==> config.mk <==
export PLATFORM = sky130hd
export DESIGN_NAME = muldiv_seq
export DESIGN_NICKNAME = d
export VERILOG_FILES = /design/src/rtl/mips_alu_pkg.sv /design/src/rtl/muldiv_sign_fix.sv /design/src/rtl/muldiv_seq.sv
export SDC_FILE = /design/constraint.sdc
export NUM_CORES = 1
export LEC_CHECK = 0
export CORE_AREA = 2 2 193 195
export CTS_BUF_LIST = sky130_fd_sc_hd__clkbuf_4
export DETAILED_ROUTE_END_ITERATION = 6
export DIE_AREA = 0 0 195 197
export GPL_ROUTABILITY_DRIVEN = 0
export PLACE_DENSITY = 0.66
export SYNTH_ARGS = -nofsm -noshare
export SYNTH_HDL_FRONTEND = slang
export SYNTH_HIERARCHICAL = 1
export SYNTH_SLANG_ARGS = --single-unit
==> constraint.sdc <==
create_clock -name clk -period 8.1 [get_ports clk]
set_clock_uncertainty 0.2 [all_clocks]
set_input_delay 0.81 -clock clk [delete_from_list [all_inputs] [get_ports clk]]
set_output_delay 0.81 -clock clk [all_outputs]
set_load 0.02 [all_outputs]
==> src/rtl/mips_alu_pkg.sv <==
// Shared ALU control codes, mul/div opcodes and sequencer state encoding.
package mips_alu_pkg;

  localparam logic [3:0] ALU_AND = 4'b0000;
  localparam logic [3:0] ALU_OR  = 4'b0001;
  localparam logic [3:0] ALU_ADD = 4'b0010;
  localparam logic [3:0] ALU_SUB = 4'b0110;
  localparam logic [3:0] ALU_SLT = 4'b0111;

  localparam logic [1:0] OP_MULTU = 2'b00;
  localparam logic [1:0] OP_MULT  = 2'b01;
  localparam logic [1:0] OP_DIVU  = 2'b10;
  localparam logic [1:0] OP_DIV   = 2'b11;

  localparam int unsigned CNT_W = 6;

  typedef enum logic [1:0] {
    ST_IDLE = 2'd0,
    ST_ITER = 2'd1,
    ST_FIX  = 2'd2
  } state_e;

endpackage

==> src/rtl/muldiv_sign_fix.sv <==
// Conditional two's-complement negate; used for operand magnitudes and result signs.
module muldiv_sign_fix #(
  parameter int unsigned W = 32
) (
  input  logic [W-1:0] val_i,
  input  logic         neg_i,
  output logic [W-1:0] res_o
);

  assign res_o = neg_i ? ('0 - val_i) : val_i;

endmodule

==> src/rtl/muldiv_seq.sv <==
// Multi-cycle MULT/MULTU/DIV/DIVU sequencer iterating the shared ALU for 32 cycles.
module muldiv_seq
  import mips_alu_pkg::*;
#(
  parameter int unsigned       WIDTH   = 32,
  parameter logic [WIDTH-1:0]  DIV0_LO = 32'hFFFF_FFFF
) (
  input  logic             clk,
  input  logic             rst_n,
  input  logic             start,
  input  logic [1:0]       op,
  input  logic [WIDTH-1:0] rs_val,
  input  logic [WIDTH-1:0] rt_val,
  output logic             busy,
  output logic             done,
  output logic [WIDTH-1:0] hi,
  output logic [WIDTH-1:0] lo,
  output logic [WIDTH-1:0] alu_a,
  output logic [WIDTH-1:0] alu_b,
  output logic [3:0]       alu_ctrl,
  input  logic [WIDTH-1:0] alu_result
);

  state_e             state_q, state_d;
  logic [1:0]         op_q, op_d;
  logic [WIDTH-1:0]   acc_q, acc_d;     // P_hi / remainder R
  logic [WIDTH-1:0]   shq_q, shq_d;     // P_lo / quotient Q
  logic [WIDTH-1:0]   opnd_q, opnd_d;   // multiplicand M / divisor D
  logic [WIDTH-1:0]   hi_q, hi_d, lo_q, lo_d;
  logic               negq_q, negq_d, negr_q, negr_d;
  logic               div0_q, div0_d, done_q, done_d;
  logic [CNT_W-1:0]   cnt_q, cnt_d;

  logic               in_signed, in_div, op_div;
  logic [WIDTH-1:0]   rs_mag, rt_mag, quo_fix, rem_fix;
  logic [2*WIDTH-1:0] prod_fix;
  logic [WIDTH-1:0]   mult_b, div_a;
  logic               mult_c, no_borrow;

  assign in_signed = (op == OP_MULT) || (op == OP_DIV);
  assign in_div    = (op == OP_DIVU) || (op == OP_DIV);
  assign op_div    = (op_q == OP_DIVU) || (op_q == OP_DIV);

  muldiv_sign_fix #(.W(WIDTH)) u_abs_rs (
    .val_i(rs_val), .neg_i(in_signed & rs_val[WIDTH-1]), .res_o(rs_mag)
  );
  muldiv_sign_fix #(.W(WIDTH)) u_abs_rt (
    .val_i(rt_val), .neg_i(in_signed & rt_val[WIDTH-1]), .res_o(rt_mag)
  );
  muldiv_sign_fix #(.W(2*WIDTH)) u_fix_prod (
    .val_i({acc_q, shq_q}), .neg_i(negq_q), .res_o(prod_fix)
  );
  muldiv_sign_fix #(.W(WIDTH)) u_fix_quo (
    .val_i(shq_q), .neg_i(negq_q), .res_o(quo_fix)
  );
  muldiv_sign_fix #(.W(WIDTH)) u_fix_rem (
    .val_i(acc_q), .neg_i(negr_q), .res_o(rem_fix)
  );

  // Carry-out / no-borrow rebuilt from operand and result MSBs, since the ALU exports neither.
  assign mult_b    = shq_q[0] ? opnd_q : '0;
  assign div_a     = {acc_q[WIDTH-2:0], shq_q[WIDTH-1]};
  assign mult_c    = (acc_q[WIDTH-1] & mult_b[WIDTH-1]) |
                     ((acc_q[WIDTH-1] | mult_b[WIDTH-1]) & ~alu_result[WIDTH-1]);
  assign no_borrow = (div_a[WIDTH-1] & ~opnd_q[WIDTH-1]) |
                     ((div_a[WIDTH-1] | ~opnd_q[WIDTH-1]) & ~alu_result[WIDTH-1]);

  always_comb begin
    state_d  = state_q;
    op_d     = op_q;
    acc_d    = acc_q;
    shq_d    = shq_q;
    opnd_d   = opnd_q;
    hi_d     = hi_q;
    lo_d     = lo_q;
    negq_d   = negq_q;
    negr_d   = negr_q;
    div0_d   = div0_q;
    cnt_d    = cnt_q;
    done_d   = 1'b0;
    alu_a    = '0;
    alu_b    = '0;
    alu_ctrl = ALU_ADD;

    unique case (state_q)
      ST_IDLE: begin
        if (start) begin
          op_d   = op;
          negq_d = in_signed & (rs_val[WIDTH-1] ^ rt_val[WIDTH-1]);
          negr_d = in_signed & rs_val[WIDTH-1];
          cnt_d  = '0;
          acc_d  = '0;
          div0_d = in_div && (rt_val == '0);
          if (in_div) begin
            shq_d  = rs_mag;
            opnd_d = rt_mag;
          end else begin
            shq_d  = rt_mag;
            opnd_d = rs_mag;
          end
          if (in_div && (rt_val == '0)) begin
            acc_d   = rs_val;
            state_d = ST_FIX;
          end else begin
            state_d = ST_ITER;
          end
        end
      end

      ST_ITER: begin
        cnt_d = cnt_q + CNT_W'(1);
        if (!op_div) begin
          alu_a    = acc_q;
          alu_b    = mult_b;
          alu_ctrl = ALU_ADD;
          acc_d    = {mult_c, alu_result[WIDTH-1:1]};
          shq_d    = {alu_result[0], shq_q[WIDTH-1:1]};
        end else begin
          alu_a    = div_a;
          alu_b    = opnd_q;
          alu_ctrl = ALU_SUB;
          if (acc_q[WIDTH-1] | no_borrow) begin
            acc_d = alu_result;
            shq_d = {shq_q[WIDTH-2:0], 1'b1};
          end else begin
            acc_d = div_a;
            shq_d = {shq_q[WIDTH-2:0], 1'b0};
          end
        end
        if (cnt_q == CNT_W'(31)) state_d = ST_FIX;
      end

      ST_FIX: begin
        done_d  = 1'b1;
        state_d = ST_IDLE;
        if (div0_q) begin
          hi_d = acc_q;
          lo_d = DIV0_LO;
        end else if (!op_div) begin
          {hi_d, lo_d} = prod_fix;
        end else begin
          hi_d = rem_fix;
          lo_d = quo_fix;
        end
      end

      default: state_d = ST_IDLE;
    endcase
  end

  always_ff @(posedge clk) begin
    if (!rst_n) begin
      state_q <= ST_IDLE;
      op_q    <= '0;
      acc_q   <= '0;
      shq_q   <= '0;
      opnd_q  <= '0;
      hi_q    <= '0;
      lo_q    <= '0;
      negq_q  <= 1'b0;
      negr_q  <= 1'b0;
      div0_q  <= 1'b0;
      done_q  <= 1'b0;
      cnt_q   <= '0;
    end else begin
      state_q <= state_d;
      op_q    <= op_d;
      acc_q   <= acc_d;
      shq_q   <= shq_d;
      opnd_q  <= opnd_d;
      hi_q    <= hi_d;
      lo_q    <= lo_d;
      negq_q  <= negq_d;
      negr_q  <= negr_d;
      div0_q  <= div0_d;
      done_q  <= done_d;
      cnt_q   <= cnt_d;
    end
  end

  assign busy = (state_q != ST_IDLE);
  assign done = done_q;
  assign hi   = hi_q;
  assign lo   = lo_q;

endmodule

Word level (Yosys, flattened, before mapping). Index checks and enable logic that the tools add are counted.

Output and inout bits: 134. Bits of input ports: 101. Bits in registers: 174. Logic and storage cells: 88.

Reduce and logical (&&, ||, !) cells: 11. Bitwise gates (word level): 15. Equality and inequality tests: 10. Multiplexer cells: 34. Add/sub/neg operators: 6.

Operators with widths (count): $mux W32 (21); $pmux W32 S2 (2); $sub A1 B32 Y32 const A (4); $mux W64 (1); $sub A1 B64 Y64 const A (1); $logic_not A32 Y1 (1); $pmux W6 S2 (1); $eq A2 B2 Y1 const B (5); $and A1 B1 Y1 (7); $add A6 B1 Y6 const B (1); $eq A6 B5 Y1 const B (1); $mux W2 (3); $mux W3 (2); $mux W6 (1); $reduce_and A2 Y1 (3); $or A1 B1 Y1 (5); $eq A2 B1 Y1 const B (2); $ne A2 B2 Y1 const B (2); $pmux W2 S2 (1); $reduce_bool A2 Y1 (2); $logic_or A1 B1 Y1 (3); $logic_not A2 Y1 (1); $mux W1 (2); $not A1 Y1 (2); 2 further kinds (2).

Longest topological paths before layout.
Depth after elaboration: 8. Depth in mapped cells: 11. Depth with buffers taken out: 11.

Modules after synthesis. The synthesis kept the hierarchy.

By module, submodules not included: muldiv_seq (area an instance 9888.2 sq um, cells each 1168, seq. area each 3463.3 sq um, times used 1); muldiv_sign_fix (u_abs_rs ...) (area an instance 767.0 sq um, cells each 108, seq. area each 0.0 sq um, times used 4); muldiv_sign_fix (u_fix_prod) (area an instance 1453.9 sq um, cells each 198, seq. area each 0.0 sq um, times used 1).

Least setup slack after synthesis. OpenSTA, ideal clock, no wires.

Path kind: input to register. Start point: input rs_val[14]. End point: register shq_q[30]. Buffers on the path: 1. Data required time: 7.840 ns. Arrival: 2.945 ns. Stages: 8. Path slack: 4.895 ns. Setup time: 0.060 ns. Cell sequence: or4_4 or4_4 buf_6 or3_1 o311ai_1 mux2i_1 o211ai_1 and3_1.

Word-level cells in the longest chain between the ends: 5.

Ends and longest elaborated chain: start: declaration (RTL line muldiv_seq.sv:12) `input logic [WIDTH-1:0] rs_val,`; $sub A1 B32 Y32 (RTL line muldiv_sign_fix.sv:10) `assign res_o = neg_i ? ('0 - val_i) : val_i;`; $mux W32 (RTL line muldiv_sign_fix.sv:10); named net rs_mag[30] (RTL line muldiv_seq.sv:35) `logic [WIDTH-1:0] rs_mag, rt_mag, quo_fix, rem_fix;`; $mux W32 (RTL line muldiv_seq.sv:94) `if (in_div) begin`; $mux W32 (RTL line muldiv_seq.sv:87) `if (start) begin`; $pmux W32 S2 (RTL line muldiv_seq.sv:85) `unique case (state_q)`; end signal: assignment (RTL line muldiv_seq.sv:169) `shq_q <= shq_d;`; end: declaration (RTL line muldiv_seq.sv:27) `logic [WIDTH-1:0] shq_q, shq_d;`.

The timed path passes the listed nets, and every way through them passes these cells. The select of a mux whose other input is x is not followed. A chain may end at the register's enable or synchronous reset.

Final worst setup path.
Start point: register op_q[1]. End point: output alu_a[4].

Word-level cells in the longest chain between the ends: 4. Elaborated cells between the ends (all ways): 5. Those cells by class: 2 x eq/ne; 2 x mux; 1 x reduce/logical.

Ends and longest elaborated chain: start: declaration (RTL line muldiv_seq.sv:25) `logic [1:0] op_q, op_d;`; start signal: assignment (RTL line muldiv_seq.sv:167) `op_q <= op_d;`; $eq A2 B2 Y1 (RTL line muldiv_seq.sv:42) `assign op_div = (op_q == OP_DIVU) || (op_q == OP_DIV);`; $logic_or A1 B1 Y1 * (RTL line muldiv_seq.sv:42); $mux W32 * (RTL line muldiv_seq.sv:112) `if (!op_div) begin`; $mux W32 * (RTL line muldiv_seq.sv:85); end: declaration (RTL line muldiv_seq.sv:18) `output logic [WIDTH-1:0] alu_a,`.

Mark *: on every way between the ends. The rest lies on a longest branch, timed or not.

==> results.ini <==
[drt]
routed_wl_mm = 49.1
wl_per_cell_um = 20.4
vias = 14224
first_iter_violations = 1343
vias_per_cell = 5.92
drtAntennaViolNets = 0
drc_errors = 0
dr.pass1.iters = 5

[flow_run]
cap_violations = 0

[sta]
timing.hold.ws_ns = 0.276
finalCritPeriodShare_pct = 56.2
setup_viol = 0
max_freq_mhz = 220
tightest_slew_ns = 1.23
final_max_slew_viol_count = 0
worst_slack_ns = 3.55
rsz0062_at_grt = no
relSlewSlack_pct = 17.8
hold_viol = 0
layout_min_cycle_time_ns = 4.55
finalSetupTns_ns = 0

[cells_and_area]
final_cell_area_mm2 = 0.0170
fin_util_pct = 47.0
area_growth_pct = 18.3
nNetsFinal = 2027
drive_gt1_share_pct = 5.07
finalNonFillerCells = 2403

[power]
p_sw_mw = 0.980
p_int_mw = 1.41
p_leak_nw = 5.96
total_power_mw = 2.39
ir_drop_mv = 0.0836
p_per_area_mw_per_mm2 = 140
pwr-share-clk_pct = 20.2
seq_power_share_pct = 44.0
swShare_pct = 41.0
combPwrFrac_pct = 35.9

[placed_design]
dpl-instance-area_mm2 = 0.0168
dp.cells = 2369
portBuffers = 231
pre_cts_ws_ns = 3.71
place.detailed.hpwl_mm = 35.5

[outcome]
status = completed

[clocking]
cts_tree = yes
clock_path_buffers = 2
worstSkewPairLatency_ns = 0.60
cts_buffers = 17
ctsHoldBuffers = 0
path_clk_slew_ns = 0.16
cts_resized = 0
cts-root-buf = clkbuf_4
clock_sinks = 173
postCtsSetupBuffers = 0
cts_htree_levels = 4

[grt]
grt_overflow = 0
antenna_found_initial = 3
grt_start_max_net_pins = 121
grt_usage_pct = 24.9
grt_pass1_wl_mm = 76.6
grt_pass1_vias = 13245

[synthesis]
yosys-top-cells-area = dfxtp_1 24%, mux2i_1 16%, xnor2_1 11%
yosysTopAreaCell = dfxtp_1
async_reset_ff_share_pct = 0
ys_ff_latch = 173
synth_edf_count = 0
synthCells = 1798
synth_warnings = 6
synth_cell_types = 58
synth_ff_type = dfxtp_1
synth_seq_area_share_pct = 24.0
syn-cell-area_mm2 = 0.0144
avgSynthCellArea_um2 = 8.01
synth.top_cell.area_share_pct = 24.0

[worst_setup_path]
rr_startpoint = shq_q[5]$_SDFFE_PN0P_
critPathArrivalTime_ns = 3.54
worstPathMaxFanout = 120
worstPathRequired_ns = 7.09
reg2reg_depth = 9
crit_path_end_kind = output pin
r2r_setup_slack_ns = 4.12
critical_path_class = reg -> out
rr_endpoint = hi[30]$_SDFFE_PN0P_
cp-start-kind = register

[floorplanning]
start_util_pct = 39.7
core_area_mm2 = 0.0363
die_w_um = 195
io_pins = 235
num_rows = 70
dieHeight_um = 197
dieArea_mm2 = 0.0384

[worst_hold_path]
whs_endpoint = hi[8]$_SDFFE_PN0P_
min-delay-start = hi[8]$_SDFFE_PN0P_
min_path_cells = 2
holdCritPathClass = reg -> reg

[logic make-up after synthesis]
family                   Yosys count  share of synthesized area, %
AND/OR/NAND/NOR                  570                          20.2
AO/OA/AOI/OAI                    470                          23.2
multiplexers                     225                          15.6
XOR/XNOR                         179                          10.9
flip-flops                       173                          24.0
buffers and inverters            173                          5.50
adder cells (fa/ha/maj)            6                         0.521
other                              2                        0.0521
[worst max path at each step]
| stage | from | endpoint | slack, ns | cells past startpoint |
|---|---|---|---|---|
| finish | op_q[1]$_SDFFE_PN0P_ | alu_a[4] | 3.55 | 4 |
| global placement | rt_val[7] | shq_q[21]$_SDFFE_PN0P_ | 3.78 | 8 |
| floorplan | rs_val[14] | shq_q[30]$_SDFFE_PN0P_ | 4.90 | 8 |
| detailed placement | rt_val[7] | shq_q[21]$_SDFFE_PN0P_ | 3.71 | 8 |
| global route | op_q[1]$_SDFFE_PN0P_ | alu_a[0] | 3.41 | 4 |
| CTS | op_q[1]$_SDFFE_PN0P_ | alu_a[4] | 3.57 | 4 |
[cells in the final DEF (no fill, tap or decap), types with 17 or more instances in the layout]
cell	count
o211ai_1	32
xnor2_1	178
dfxtp_1	171
or3_1	20
a221o_1	31
nand2b_1	17
a21boi_0	36
o21ai_0	141
or4_1	23
buf_4	20
a21oi_1	72
mux2i_1	225
o211a_1	32
nor4_1	26
and3_1	31
and2_1	40
o41ai_1	51
nand2_1	258
clkbuf_4	18
nor2_1	63
inv_1	25
clkdlybuf4s50_1	229
o31ai_1	52
[power groups by stage]
stage                     clock [mW]  sequential, mW  combinational, mW
after floorplan                    0            1.00              0.627
after global placement             0            1.06              0.831
after detailed placement           0            1.06              0.843
after CTS                      0.496            1.05              0.846
after global routing           0.531            1.06              0.933
final                          0.482            1.05              0.857
[synthesized netlist by cell type, types with 23 or more instances]
cell type and instances:
nand2_1 259, mux2i_1 225, xnor2_1 178, dfxtp_1 173, o21ai_0 141, clkbuf_1 85, a21oi_1 72, nor2_1 64
o31ai_1 52, o41ai_1 51, and2_1 40, a21boi_0 36, o211a_1 32, o211ai_1 32, a221o_1 31, and3_1 31
buf_2 31, nor4_1 26, inv_1 25, or4_1 23
[sequential cells by signal, summed over array words and instances (netlist names)]
name,cells
hi,32
opnd_q,32
div0_q,1
negq_q,1
done,1
shq_q,32
lo,32
op_q,1
acc_q,32
negr_q,1
state_q,2
cnt_q,6
[critical path: stages, from the launching register on]
cell             delay [ns]
dfxtp_4                1.12
buf_12                 0.56
mux2i_1                0.18
nor2_1                 0.25
clkdlybuf4s50_1        0.67
[layout make-up]
cell class	instances	area, um^2
Tap cell	468	586
Antenna cell	2	5.00
Multi-Input combinational cell	1453	10200
Sequential cell	173	3470
Fill cell	3650	19200
Clock buffer	18	135
Clock inverter	14	109
Timing Repair Buffer	250	2460
Inverter	25	93.8
[layer usage]
layer / global-route usage (%) / part of all wire [%] / vias up
met5: 0 / 0.029 / -
met4: 12.2 / 4.8 / 2
met3: 4.28 / 6.9 / 115
met2: 36.7 / 43 / 570
met1: 35.1 / 46 / 6719
li1: - / - / 6818
(Power assumes the default switching activity.)
